<file path="src/rtl/ysyx_22040237_lsu_pkg.sv">
// Shared definitions for the LSU: ls_info_bus layout, FSM states and access-size helpers.
package ysyx_22040237_lsu_pkg;

    localparam int unsigned LS_BUS_W = 7;

    localparam int unsigned LS_LOAD  = 0;
    localparam int unsigned LS_STORE = 1;
    localparam int unsigned LS_USIGN = 2;
    localparam int unsigned LS_BYTE  = 3;
    localparam int unsigned LS_HALF  = 4;
    localparam int unsigned LS_WORD  = 5;
    localparam int unsigned LS_DW    = 6;

    typedef enum logic [1:0] {
        StIdle = 2'd0,
        StReq  = 2'd1,
        StWait = 2'd2,
        StDone = 2'd3
    } lsu_state_e;

    // log2 of the access size in bytes
    typedef enum logic [1:0] {
        SzByte = 2'd0,
        SzHalf = 2'd1,
        SzWord = 2'd2,
        SzDw   = 2'd3
    } lsu_size_e;

    function automatic lsu_size_e ls_size(input logic [LS_BUS_W-1:0] ls);
        case (ls[LS_DW:LS_BYTE])
            4'b0001: ls_size = SzByte;
            4'b0010: ls_size = SzHalf;
            4'b0100: ls_size = SzWord;
            default: ls_size = SzDw;
        endcase
    endfunction

    function automatic logic [7:0] size_mask(input lsu_size_e sz);
        case (sz)
            SzByte:  size_mask = 8'h01;
            SzHalf:  size_mask = 8'h03;
            SzWord:  size_mask = 8'h0F;
            default: size_mask = 8'hFF;
        endcase
    endfunction

    function automatic logic is_misaligned(input lsu_size_e sz, input logic [2:0] off);
        case (sz)
            SzByte:  is_misaligned = 1'b0;
            SzHalf:  is_misaligned = off[0];
            SzWord:  is_misaligned = |off[1:0];
            default: is_misaligned = |off;
        endcase
    endfunction

endpackage

</file>
<file path="src/rtl/ysyx_22040237_lsu_if.sv">
// Memory request/response bus between the LSU (master) and the memory system (slave).
interface ysyx_22040237_lsu_if #(
    parameter int unsigned REG_WIDTH = 64
) ();
    logic                 mem_req_valid;
    logic                 mem_req_ready;
    logic [REG_WIDTH-1:0] mem_req_addr;
    logic                 mem_req_wen;
    logic [REG_WIDTH-1:0] mem_req_wdata;
    logic [7:0]           mem_req_wmask;
    logic                 mem_resp_valid;
    logic [REG_WIDTH-1:0] mem_resp_rdata;

    modport master (
        output mem_req_valid, mem_req_addr, mem_req_wen, mem_req_wdata, mem_req_wmask,
        input  mem_req_ready, mem_resp_valid, mem_resp_rdata
    );

    modport slave (
        input  mem_req_valid, mem_req_addr, mem_req_wen, mem_req_wdata, mem_req_wmask,
        output mem_req_ready, mem_resp_valid, mem_resp_rdata
    );
endinterface

</file>
<file path="src/rtl/ysyx_22040237_lsu_ext.sv">
// Load data extraction: shift the selected lane down and sign/zero-extend to full width.
module ysyx_22040237_lsu_ext
    import ysyx_22040237_lsu_pkg::*;
#(
    parameter int unsigned REG_WIDTH = 64
) (
    input  logic [REG_WIDTH-1:0] rdata_i,
    input  logic [2:0]           offset_i,
    input  lsu_size_e            size_i,
    input  logic                 usign_i,
    output logic [REG_WIDTH-1:0] result_o
);
    logic [REG_WIDTH-1:0] shifted;

    assign shifted = rdata_i >> {offset_i, 3'b000};

    always_comb begin
        result_o = shifted;
        unique case (size_i)
            SzByte: result_o = {{(REG_WIDTH-8){~usign_i & shifted[7]}}, shifted[7:0]};
            SzHalf: result_o = {{(REG_WIDTH-16){~usign_i & shifted[15]}}, shifted[15:0]};
            SzWord: result_o = {{(REG_WIDTH-32){~usign_i & shifted[31]}}, shifted[31:0]};
            SzDw:   result_o = shifted;
        endcase
    end
endmodule

</file>
<file path="src/rtl/ysyx_22040237_lsu.sv">
// Load/store unit: passes ALU results through, or issues one aligned bus access per load/store.
module ysyx_22040237_lsu
    import ysyx_22040237_lsu_pkg::*;
#(
    parameter int unsigned REG_WIDTH = 64
) (
    input  logic                   clk,
    input  logic                   rst_n,
    input  logic                   in_valid,
    output logic                   in_ready,
    input  logic                   rd_wr_en_i,
    input  logic [4:0]             rd_idx_i,
    input  logic [REG_WIDTH-1:0]   alu_res_i,
    input  logic [LS_BUS_W-1:0]    ls_info_bus_i,
    input  logic [REG_WIDTH-1:0]   rs2_store_i,
    output logic                   out_valid,
    output logic                   rd_wr_en_o,
    output logic [4:0]             rd_idx_o,
    output logic [REG_WIDTH-1:0]   rd_wdata_o,
    output logic                   misalign_o,
    ysyx_22040237_lsu_if.master    mem
);
    lsu_state_e           state_q, state_d;
    logic [REG_WIDTH-1:0] addr_q, addr_d;
    logic                 wen_q, wen_d;
    logic [REG_WIDTH-1:0] wdata_q, wdata_d;
    logic [7:0]           wmask_q, wmask_d;
    logic [2:0]           offset_q, offset_d;
    lsu_size_e            size_q, size_d;
    logic                 usign_q, usign_d;
    logic                 rd_wr_en_q, rd_wr_en_d;
    logic [4:0]           rd_idx_q, rd_idx_d;
    logic [REG_WIDTH-1:0] rd_wdata_q, rd_wdata_d;
    logic                 misalign_q, misalign_d;
    logic [REG_WIDTH-1:0] ext_data;

    logic       in_load, in_store, in_mem;
    logic [2:0] in_off;
    lsu_size_e  in_size;

    assign in_load  = ls_info_bus_i[LS_LOAD];
    assign in_store = ls_info_bus_i[LS_STORE];
    assign in_mem   = in_load | in_store;
    assign in_off   = alu_res_i[2:0];
    assign in_size  = ls_size(ls_info_bus_i);

    ysyx_22040237_lsu_ext #(.REG_WIDTH(REG_WIDTH)) u_ext (
        .rdata_i  (mem.mem_resp_rdata),
        .offset_i (offset_q),
        .size_i   (size_q),
        .usign_i  (usign_q),
        .result_o (ext_data)
    );

    always_comb begin
        state_d    = state_q;
        addr_d     = addr_q;
        wen_d      = wen_q;
        wdata_d    = wdata_q;
        wmask_d    = wmask_q;
        offset_d   = offset_q;
        size_d     = size_q;
        usign_d    = usign_q;
        rd_wr_en_d = rd_wr_en_q;
        rd_idx_d   = rd_idx_q;
        rd_wdata_d = rd_wdata_q;
        misalign_d = 1'b0;
        unique case (state_q)
            StIdle: begin
                if (in_valid) begin
                    rd_idx_d = rd_idx_i;
                    if (!in_mem) begin
                        rd_wr_en_d = rd_wr_en_i;
                        rd_wdata_d = alu_res_i;
                        state_d    = StDone;
                    end else if (is_misaligned(in_size, in_off)) begin
                        misalign_d = 1'b1;
                        rd_wr_en_d = 1'b0;
                        rd_wdata_d = '0;
                        state_d    = StDone;
                    end else begin
                        addr_d     = {alu_res_i[REG_WIDTH-1:3], 3'b000};
                        wen_d      = in_store;
                        wdata_d    = in_store ? (rs2_store_i << {in_off, 3'b000}) : '0;
                        wmask_d    = in_store ? (size_mask(in_size) << in_off) : 8'h00;
                        offset_d   = in_off;
                        size_d     = in_size;
                        usign_d    = ls_info_bus_i[LS_USIGN];
                        rd_wr_en_d = in_store ? 1'b0 : rd_wr_en_i;
                        rd_wdata_d = '0;
                        state_d    = StReq;
                    end
                end
            end
            StReq: begin
                if (mem.mem_req_ready) state_d = StWait;
            end
            StWait: begin
                if (mem.mem_resp_valid) begin
                    if (!wen_q) rd_wdata_d = ext_data;
                    state_d = StDone;
                end
            end
            StDone:  state_d = StIdle;
            default: state_d = StIdle;
        endcase
    end

    always_ff @(posedge clk or negedge rst_n) begin
        if (!rst_n) begin
            state_q    <= StIdle;
            addr_q     <= '0;
            wen_q      <= 1'b0;
            wdata_q    <= '0;
            wmask_q    <= 8'h00;
            offset_q   <= 3'd0;
            size_q     <= SzByte;
            usign_q    <= 1'b0;
            rd_wr_en_q <= 1'b0;
            rd_idx_q   <= 5'd0;
            rd_wdata_q <= '0;
            misalign_q <= 1'b0;
        end else begin
            state_q    <= state_d;
            addr_q     <= addr_d;
            wen_q      <= wen_d;
            wdata_q    <= wdata_d;
            wmask_q    <= wmask_d;
            offset_q   <= offset_d;
            size_q     <= size_d;
            usign_q    <= usign_d;
            rd_wr_en_q <= rd_wr_en_d;
            rd_idx_q   <= rd_idx_d;
            rd_wdata_q <= rd_wdata_d;
            misalign_q <= misalign_d;
        end
    end

    assign in_ready          = (state_q == StIdle);
    assign out_valid         = (state_q == StDone);
    assign rd_wr_en_o        = rd_wr_en_q;
    assign rd_idx_o          = rd_idx_q;
    assign rd_wdata_o        = rd_wdata_q;
    assign misalign_o        = misalign_q;
    assign mem.mem_req_valid = (state_q == StReq);
    assign mem.mem_req_addr  = addr_q;
    assign mem.mem_req_wen   = wen_q;
    assign mem.mem_req_wdata = wdata_q;
    assign mem.mem_req_wmask = wmask_q;
endmodule

</file>
<file path="src/flat_wrapper.sv">
// flat-port wrapper written by rule: the top's interface ports become plain ports
module ysyx_22040237_lsu_flat import ysyx_22040237_lsu_pkg::*;
#(
    parameter int unsigned REG_WIDTH = 64
)
  (clk, rst_n, in_valid, in_ready, rd_wr_en_i, rd_idx_i, alu_res_i, ls_info_bus_i, rs2_store_i, out_valid, rd_wr_en_o, rd_idx_o, rd_wdata_o, misalign_o, mem_mem_req_valid, mem_mem_req_addr, mem_mem_req_wen, mem_mem_req_wdata, mem_mem_req_wmask, mem_mem_req_ready, mem_mem_resp_valid, mem_mem_resp_rdata);
  ysyx_22040237_lsu_if #(.REG_WIDTH(REG_WIDTH)) mem_i ();
  input  logic clk;
  input  logic rst_n;
  input  logic in_valid;
  output logic in_ready;
  input  logic rd_wr_en_i;
  input  logic [4:0] rd_idx_i;
  input  logic [REG_WIDTH-1:0] alu_res_i;
  input  logic [LS_BUS_W-1:0] ls_info_bus_i;
  input  logic [REG_WIDTH-1:0] rs2_store_i;
  output logic out_valid;
  output logic rd_wr_en_o;
  output logic [4:0] rd_idx_o;
  output logic [REG_WIDTH-1:0] rd_wdata_o;
  output logic misalign_o;
  output wire logic [$bits(mem_i.mem_req_valid)-1:0] mem_mem_req_valid;
  output wire logic [$bits(mem_i.mem_req_addr)-1:0] mem_mem_req_addr;
  output wire logic [$bits(mem_i.mem_req_wen)-1:0] mem_mem_req_wen;
  output wire logic [$bits(mem_i.mem_req_wdata)-1:0] mem_mem_req_wdata;
  output wire logic [$bits(mem_i.mem_req_wmask)-1:0] mem_mem_req_wmask;
  input wire logic [$bits(mem_i.mem_req_ready)-1:0] mem_mem_req_ready;
  input wire logic [$bits(mem_i.mem_resp_valid)-1:0] mem_mem_resp_valid;
  input wire logic [$bits(mem_i.mem_resp_rdata)-1:0] mem_mem_resp_rdata;
  assign mem_mem_req_valid = mem_i.mem_req_valid;
  assign mem_mem_req_addr = mem_i.mem_req_addr;
  assign mem_mem_req_wen = mem_i.mem_req_wen;
  assign mem_mem_req_wdata = mem_i.mem_req_wdata;
  assign mem_mem_req_wmask = mem_i.mem_req_wmask;
  assign mem_i.mem_req_ready = mem_mem_req_ready;
  assign mem_i.mem_resp_valid = mem_mem_resp_valid;
  assign mem_i.mem_resp_rdata = mem_mem_resp_rdata;
  ysyx_22040237_lsu #(.REG_WIDTH(REG_WIDTH)) u_core (.clk(clk), .rst_n(rst_n), .in_valid(in_valid), .in_ready(in_ready), .rd_wr_en_i(rd_wr_en_i), .rd_idx_i(rd_idx_i), .alu_res_i(alu_res_i), .ls_info_bus_i(ls_info_bus_i), .rs2_store_i(rs2_store_i), .out_valid(out_valid), .rd_wr_en_o(rd_wr_en_o), .rd_idx_o(rd_idx_o), .rd_wdata_o(rd_wdata_o), .misalign_o(misalign_o), .mem(mem_i));
endmodule
</file>
<file path="config.mk">
export PLATFORM = sky130hd
export DESIGN_NAME = ysyx_22040237_lsu_flat
export DESIGN_NICKNAME = d
export VERILOG_FILES = /design/src/rtl/ysyx_22040237_lsu_pkg.sv /design/src/rtl/ysyx_22040237_lsu_if.sv /design/src/rtl/ysyx_22040237_lsu_ext.sv /design/src/rtl/ysyx_22040237_lsu.sv /design/src/flat_wrapper.sv
export SDC_FILE = /design/constraint.sdc
export NUM_CORES = 1
export LEC_CHECK = 0
export ABC_CLOCK_PERIOD_IN_PS = 4700
export CAP_MARGIN = 10
export CORE_MARGIN = 2
export CORE_UTILIZATION = 51
export DETAILED_ROUTE_END_ITERATION = 16
export MAX_ROUTING_LAYER = met4
export PLACE_DENSITY = 0.88
export SYNTH_ARGS = -nofsm -noshare
export SYNTH_HDL_FRONTEND = slang
export SYNTH_SLANG_ARGS = --single-unit
</file>
<file path="constraint.sdc">
create_clock -name clk -period 4.7 [get_ports clk]
set_clock_uncertainty 0.15 [all_clocks]
set_input_delay 0.94 -clock clk [delete_from_list [all_inputs] [get_ports clk]]
set_output_delay 0.94 -clock clk [all_outputs]
set_load 0.05 [all_outputs]
</file>
---- After elaboration in Yosys (flattened, before gate mapping) ----
Index checks and enable logic that the tools add are counted.
storage, ports and cells
  logic and storage cells ................. 77
  output and inout bits ................... 211
  flip-flop bits (word level) ............. 213
  input port bits ......................... 210
cells by class
  equality and inequality tests ........... 15
  multiplexer cells ....................... 31
  reductions and logical operators ........ 10
  shifts and indexed selects .............. 3
  bitwise gates (word level) .............. 6
operator list
  operator                                             number
  2-to-1 mux 64 bit                                    5
  case mux 64 bit (4 select lines)                     1
  case mux 64 bit (2 select lines)                     1
  left shift 64 x 6 -> 64 bit                          1
  >> shifter 64 x 6 -> 64 bit                          1
  2-to-1 mux 8 bit                                     5
  case mux 8 bit (3 select lines)                      1
  equality test 2 bit, second input constant           5
  2-to-1 mux 1 bit                                     10
  2-to-1 mux 2 bit                                     5
  case mux 2 bit (4 select lines)                      1
  AND reduction 4 bit                                  2
  left shift 8 x 3 -> 8 bit                            1
  equality test 2 x 1 -> 1 bit, second input constant  3
  logical NOT 2 bit                                    3
  != test 2 bit, second input constant                 3
  case mux 2 bit (3 select lines)                      1
  equality test 4 x 1 -> 1 bit, second input constant  1
  equality test 4 x 2 -> 1 bit, second input constant  1
  equality test 4 x 3 -> 1 bit, second input constant  1
  bitwise AND 1 bit                                    3
  case mux 1 bit (3 select lines)                      1
  AND reduction 3 bit                                  1
  OR reduction 3 bit                                   1
  6 further kinds                                      7

---- Logic depth before layout (Yosys ltp) ----
  depth in word-level cells ............... 13
  mapped depth ............................ 10
  mapped depth without buffers ............ 7

---- By module ----
From an unflattened synthesis, not the netlist that was laid out.
unflattened totals
  cells, all modules ...................... 1210
  area total of the unflattened synthesis .. 13272.7 µm²
by module, submodules not included
  module                 instances  area an instance (µm²)  cells each
  ysyx_22040237_lsu      1          10729.0                 952
  ysyx_22040237_lsu_ext  1          2543.7                  258

---- Worst setup path after synthesis ----
Ideal clock, no wire load.
  path kind ............................... register to register
  start ................................... register u_core.state_q[0]
  end ..................................... register u_core.wdata_q[52], in the netlist u_core.mem.mem_req_wdata[52]
  library setup time ...................... 0.125 ns
  arrival time ............................ 2.516 ns
  setup slack ............................. 1.909 ns
  stages on the path, launching flop included .. 9
  path through ............................ dfrtp_1 > inv_1 > ha_1 > nand2_1 > nor2_1 > and2_1 > buf_2 > buf_2 > mux2_2
between the ends
  cells in the longest elaborated chain, start to end .. 2
RTL lines
  element                               RTL line                  RTL
  start: declaration                    ysyx_22040237_lsu.sv:23   lsu_state_e state_q, state_d;
  start signal: assignment              ysyx_22040237_lsu.sv:111  state_q <= StIdle;
  start signal: assignment              ysyx_22040237_lsu.sv:124  state_q <= state_d;
  logical NOT 2 bit                     --
  named net in_ready                    flat_wrapper.sv:11        output logic in_ready;
  AND reduction 4 bit (no source line)  --
  end signal: assignment                ysyx_22040237_lsu.sv:127  wdata_q <= wdata_d;
  end: declaration                      ysyx_22040237_lsu.sv:26   logic [REG_WIDTH-1:0] wdata_q, wdata_d;
The timed path passes the listed nets, and every way through them passes these cells.
A chain may end at the register's enable or synchronous reset.

---- Final worst setup path ----
  start ................................... register u_core.state_q[0]
  end ..................................... output in_ready
between the ends
  cells in the longest elaborated chain, start to end .. 1
RTL lines
  element            RTL line                  RTL
  logical NOT 2 bit  ysyx_22040237_lsu.sv:139  assign in_ready = (state_q == StIdle);
  end: declaration   flat_wrapper.sv:11
Every way passes these cells.

==> impl_metrics.yaml <==
grt:
  track_usage_pct: 37.4
  grt_pass1_vias: 11900
  antenna_found_initial: 3
  grt_overflow: 0
  grt_util_met2_pct: 59.2
  grt_start_max_net_pins: 127
  grt_busiest_layer: "met2"
  use_met3_pct: 9.09
  grt_pass1_wl_microns: 73000
  grtUsageMet1_pct: 43.4
sta:
  fmax_mhz: 295
  tightest_slew_ns: 1.22
  min_period_ns: 3.39
  slew_headroom_pct: 17.7
  finalHoldViolations: 0
  setup-violations-final: 0
  rsz0062_at_grt: "no"
  timing.hold.ws_ns: 0.325
  period_share_pct: 72.0
  maxSlewViolCount: 0
  final.setup.tns_ns: 0
clock_tree:
  cts_made_buffers: 24
  clkLatencyLatePin_ns: 0.53
  h-tree-depth: 1
  clock-sinks: 213
  postCtsSetupBuffers: 0
  clkTransAtPathRegs_ns: 0.06
  cts_resized: 0
  tritoncts: "yes"
  cts_hold_buf: 0
  clock_path_buffers: 3
  cts-root-buf: "clkbuf_16"
place:
  hpwl_microns: 36000
  io_buffers: 417
  routabilityCongestion: 0.975
  placed_cell_area_sq_um: 17000
detailed_routing:
  drtAntennaViolNets: 0
  num_vias: 12000
  routed_wl_microns: 48900
  drtPass1Iterations: 7
  drt_iter0_markers: 1415
  vias_per_cell: 6.34
  drc_errors: 0
  wire_per_inst_microns: 25.8
synthesis:
  ys_warn_count: 0
  synth_edf_count: 0
  yosysSeqAreaShare_pct: 42.0
  synth_top_area_share_pct: 42.0
  synthArstFlopShare_pct: 100
  synth-main-ff-cell: "dfrtp_1"
  synth.avg_cell_area_sq_um: 10.7
  synthDistinctLibCells: 55
  synth_area_leader_cell: "dfrtp_1"
  synthCells: 1192
  synth_area_leaders: "dfrtp_1, mux2_2, mux2i_1"
  yosys_register_bits: 213
  synth_area_sq_um: 12700
power:
  vdd_ir_drop_max_mv: 0.598
  total_power_w: 0.0147
  p_leak_nw: 7.37
  power.density_nw_per_um2: 822
job:
  drv_cap: 0
die:
  fp.dieH_microns: 162
  fp.coreArea_sq_um: 24400
  die-area_sq_um: 26200
  dieWidth_microns: 162
  start_util_pct: 52.1
  num_rows: 57
  io_pins: 421
critical_path:
  cp.arrival_ns: 2.30
  required_ns: 3.61
  reg2reg_setup_slack_ns: 1.69
  cp-end-kind: "output port"
  start_kind: "register"
  crit_type: "register to output port"
  crit_fanout: 8
finish:
  num-fill-cells: 1707
  fin_util_pct: 73.2
  fin_area_sq_um: 17800
  area_delta_synth_final_pct: 40.5
  nets: 1763
  drive_gt1_share_pct: 19.5
hold_path:
  min_path_type: "register to register"
status:
  status: "finished clean"
## sequential cells by signal, summed over array words and instances, names as in the netlist, 2 cells and up
| name | count |
|---|---|
| u_core.mem.mem_req_wdata | 64 |
| u_core.rd_wdata_o | 64 |
| u_core.mem.mem_req_addr | 61 |
| u_core.mem.mem_req_wmask | 8 |
| u_core.rd_idx_o | 5 |
| u_core.offset_q | 3 |
| u_core.size_q | 2 |
| u_core.state_q | 2 |
## cell type report
cell class	instances	area, sq um	area share [%]
flip-flops and latches	213	5330	29.9
well taps	324	405	2.27
clock buffers	32	672	3.77
clock inverters	12	138	0.771
multi-input cells	839	6760	37.9
inverters	29	109	0.610
repair buffers	442	4420	24.8
diodes	4	10.0	0.0561
## logic make-up (layout without fill, tap and decap cells)
| group | count (synthesis) | count (layout) | share of synthesized area (%) |
|---|---|---|---|
| muxes | 245 | 245 | 22.3 |
| adders and majority gates | 4 | 4 | 0.394 |
| and+or+nand+nor | 236 | 236 | 8.57 |
| buffers and inverters | 142 | 515 | 5.21 |
| AOI/OAI and AO/OA | 348 | 348 | 21.3 |
| xor gates and xnor gates | 3 | 3 | 0.207 |
| other | 1 | 7 | 0.0295 |
| DFF | 213 | 213 | 42.0 |
## path summary, 6_finish.rpt
check,cells past startpoint,to,startpoint
worst max-delay path,3,in_ready,u_core.state_q[0]
worst min-delay path,1,u_core.mem.mem_req_wmask[0],u_core.mem.mem_req_wmask[0]
worst max register to register,5,u_core.rd_wdata_o[9],u_core.offset_q[0]
worst min register to register,1,u_core.mem.mem_req_wmask[0],u_core.mem.mem_req_wmask[0]
max in group asynchronous,2,u_core.mem.mem_req_wdata[47],rst_n
min in group asynchronous,1,u_core.mem.mem_req_addr[48],rst_n
## metrics by stage
| step | instances | setup WS, ns |
|---|---|---|
| floorplan | 1194 | 1.91 |
| global placement | 1847 | 0.946 |
| detailed placement | 1847 | 0.840 |
| CTS | 1891 | 1.30 |
| global route | 1894 | 1.21 |
| finish | 1895 | 1.31 |
## power breakdown
part	switching, W	internal [W]
Clock	0.000785	0.00117
Sequential	0.000615	0.00274
Combinational	0.00600	0.00336
Total	0.00740	0.00727
## worst max-delay path, stage by stage, from the launching register on
cell and delay [ns]:
dfrtp_1 0.42, inv_1 0.10, ha_1 0.36, clkdlybuf4s50_1 0.89
## metal layers
layer  up-vias  part of all wire, %
met2       770                   47
met3       164                  9.9
li1       5179                    -
met4         0                  6.7
met1      5906                   36
met5         -                    0
## cell usage in the layout (no fill, tap or decap), types with 10 or more instances in the layout
cell type | Yosys | routed
clkdlybuf4s50_1 | 0 | 414
dfrtp_1 | 213 | 212
mux2_2 | 154 | 154
nor2_1 | 102 | 102
a21oi_1 | 101 | 101
mux2i_1 | 76 | 76
nand2_1 | 69 | 68
a221oi_2 | 39 | 39
o21ai_0 | 32 | 32
inv_1 | 28 | 28
clkbuf_16 | 0 | 25
a22oi_1 | 21 | 21
buf_4 | 7 | 21
a22o_1 | 18 | 18
o2bb2ai_1 | 19 | 18
a21boi_0 | 17 | 17
a222oi_1 | 17 | 17
mux4_2 | 15 | 15
a31o_2 | 14 | 14
a221oi_1 | 13 | 13
o211ai_1 | 13 | 13
nor2b_1 | 12 | 12
nand2b_1 | 10 | 10
## Yosys cell counts, drive strengths merged (8+ instances only)
library cell and n:
mux2i 76, nor2 103, mux2 154, o211ai 13, a21boi 17, mux4 15, nor2b 12, and3b 9
a221oi 52, a22o 18, clkbuf 52, a22oi 21, nand2b 10, a21oi 101, nand2 69, dfrtp 213
a31o 14, a32o 8, inv 28, a222oi 17, o2bb2ai 19, buf 61, o22ai 9, a31oi 8
a211oi 11, o21ai 33
(Power assumes the default switching activity.)
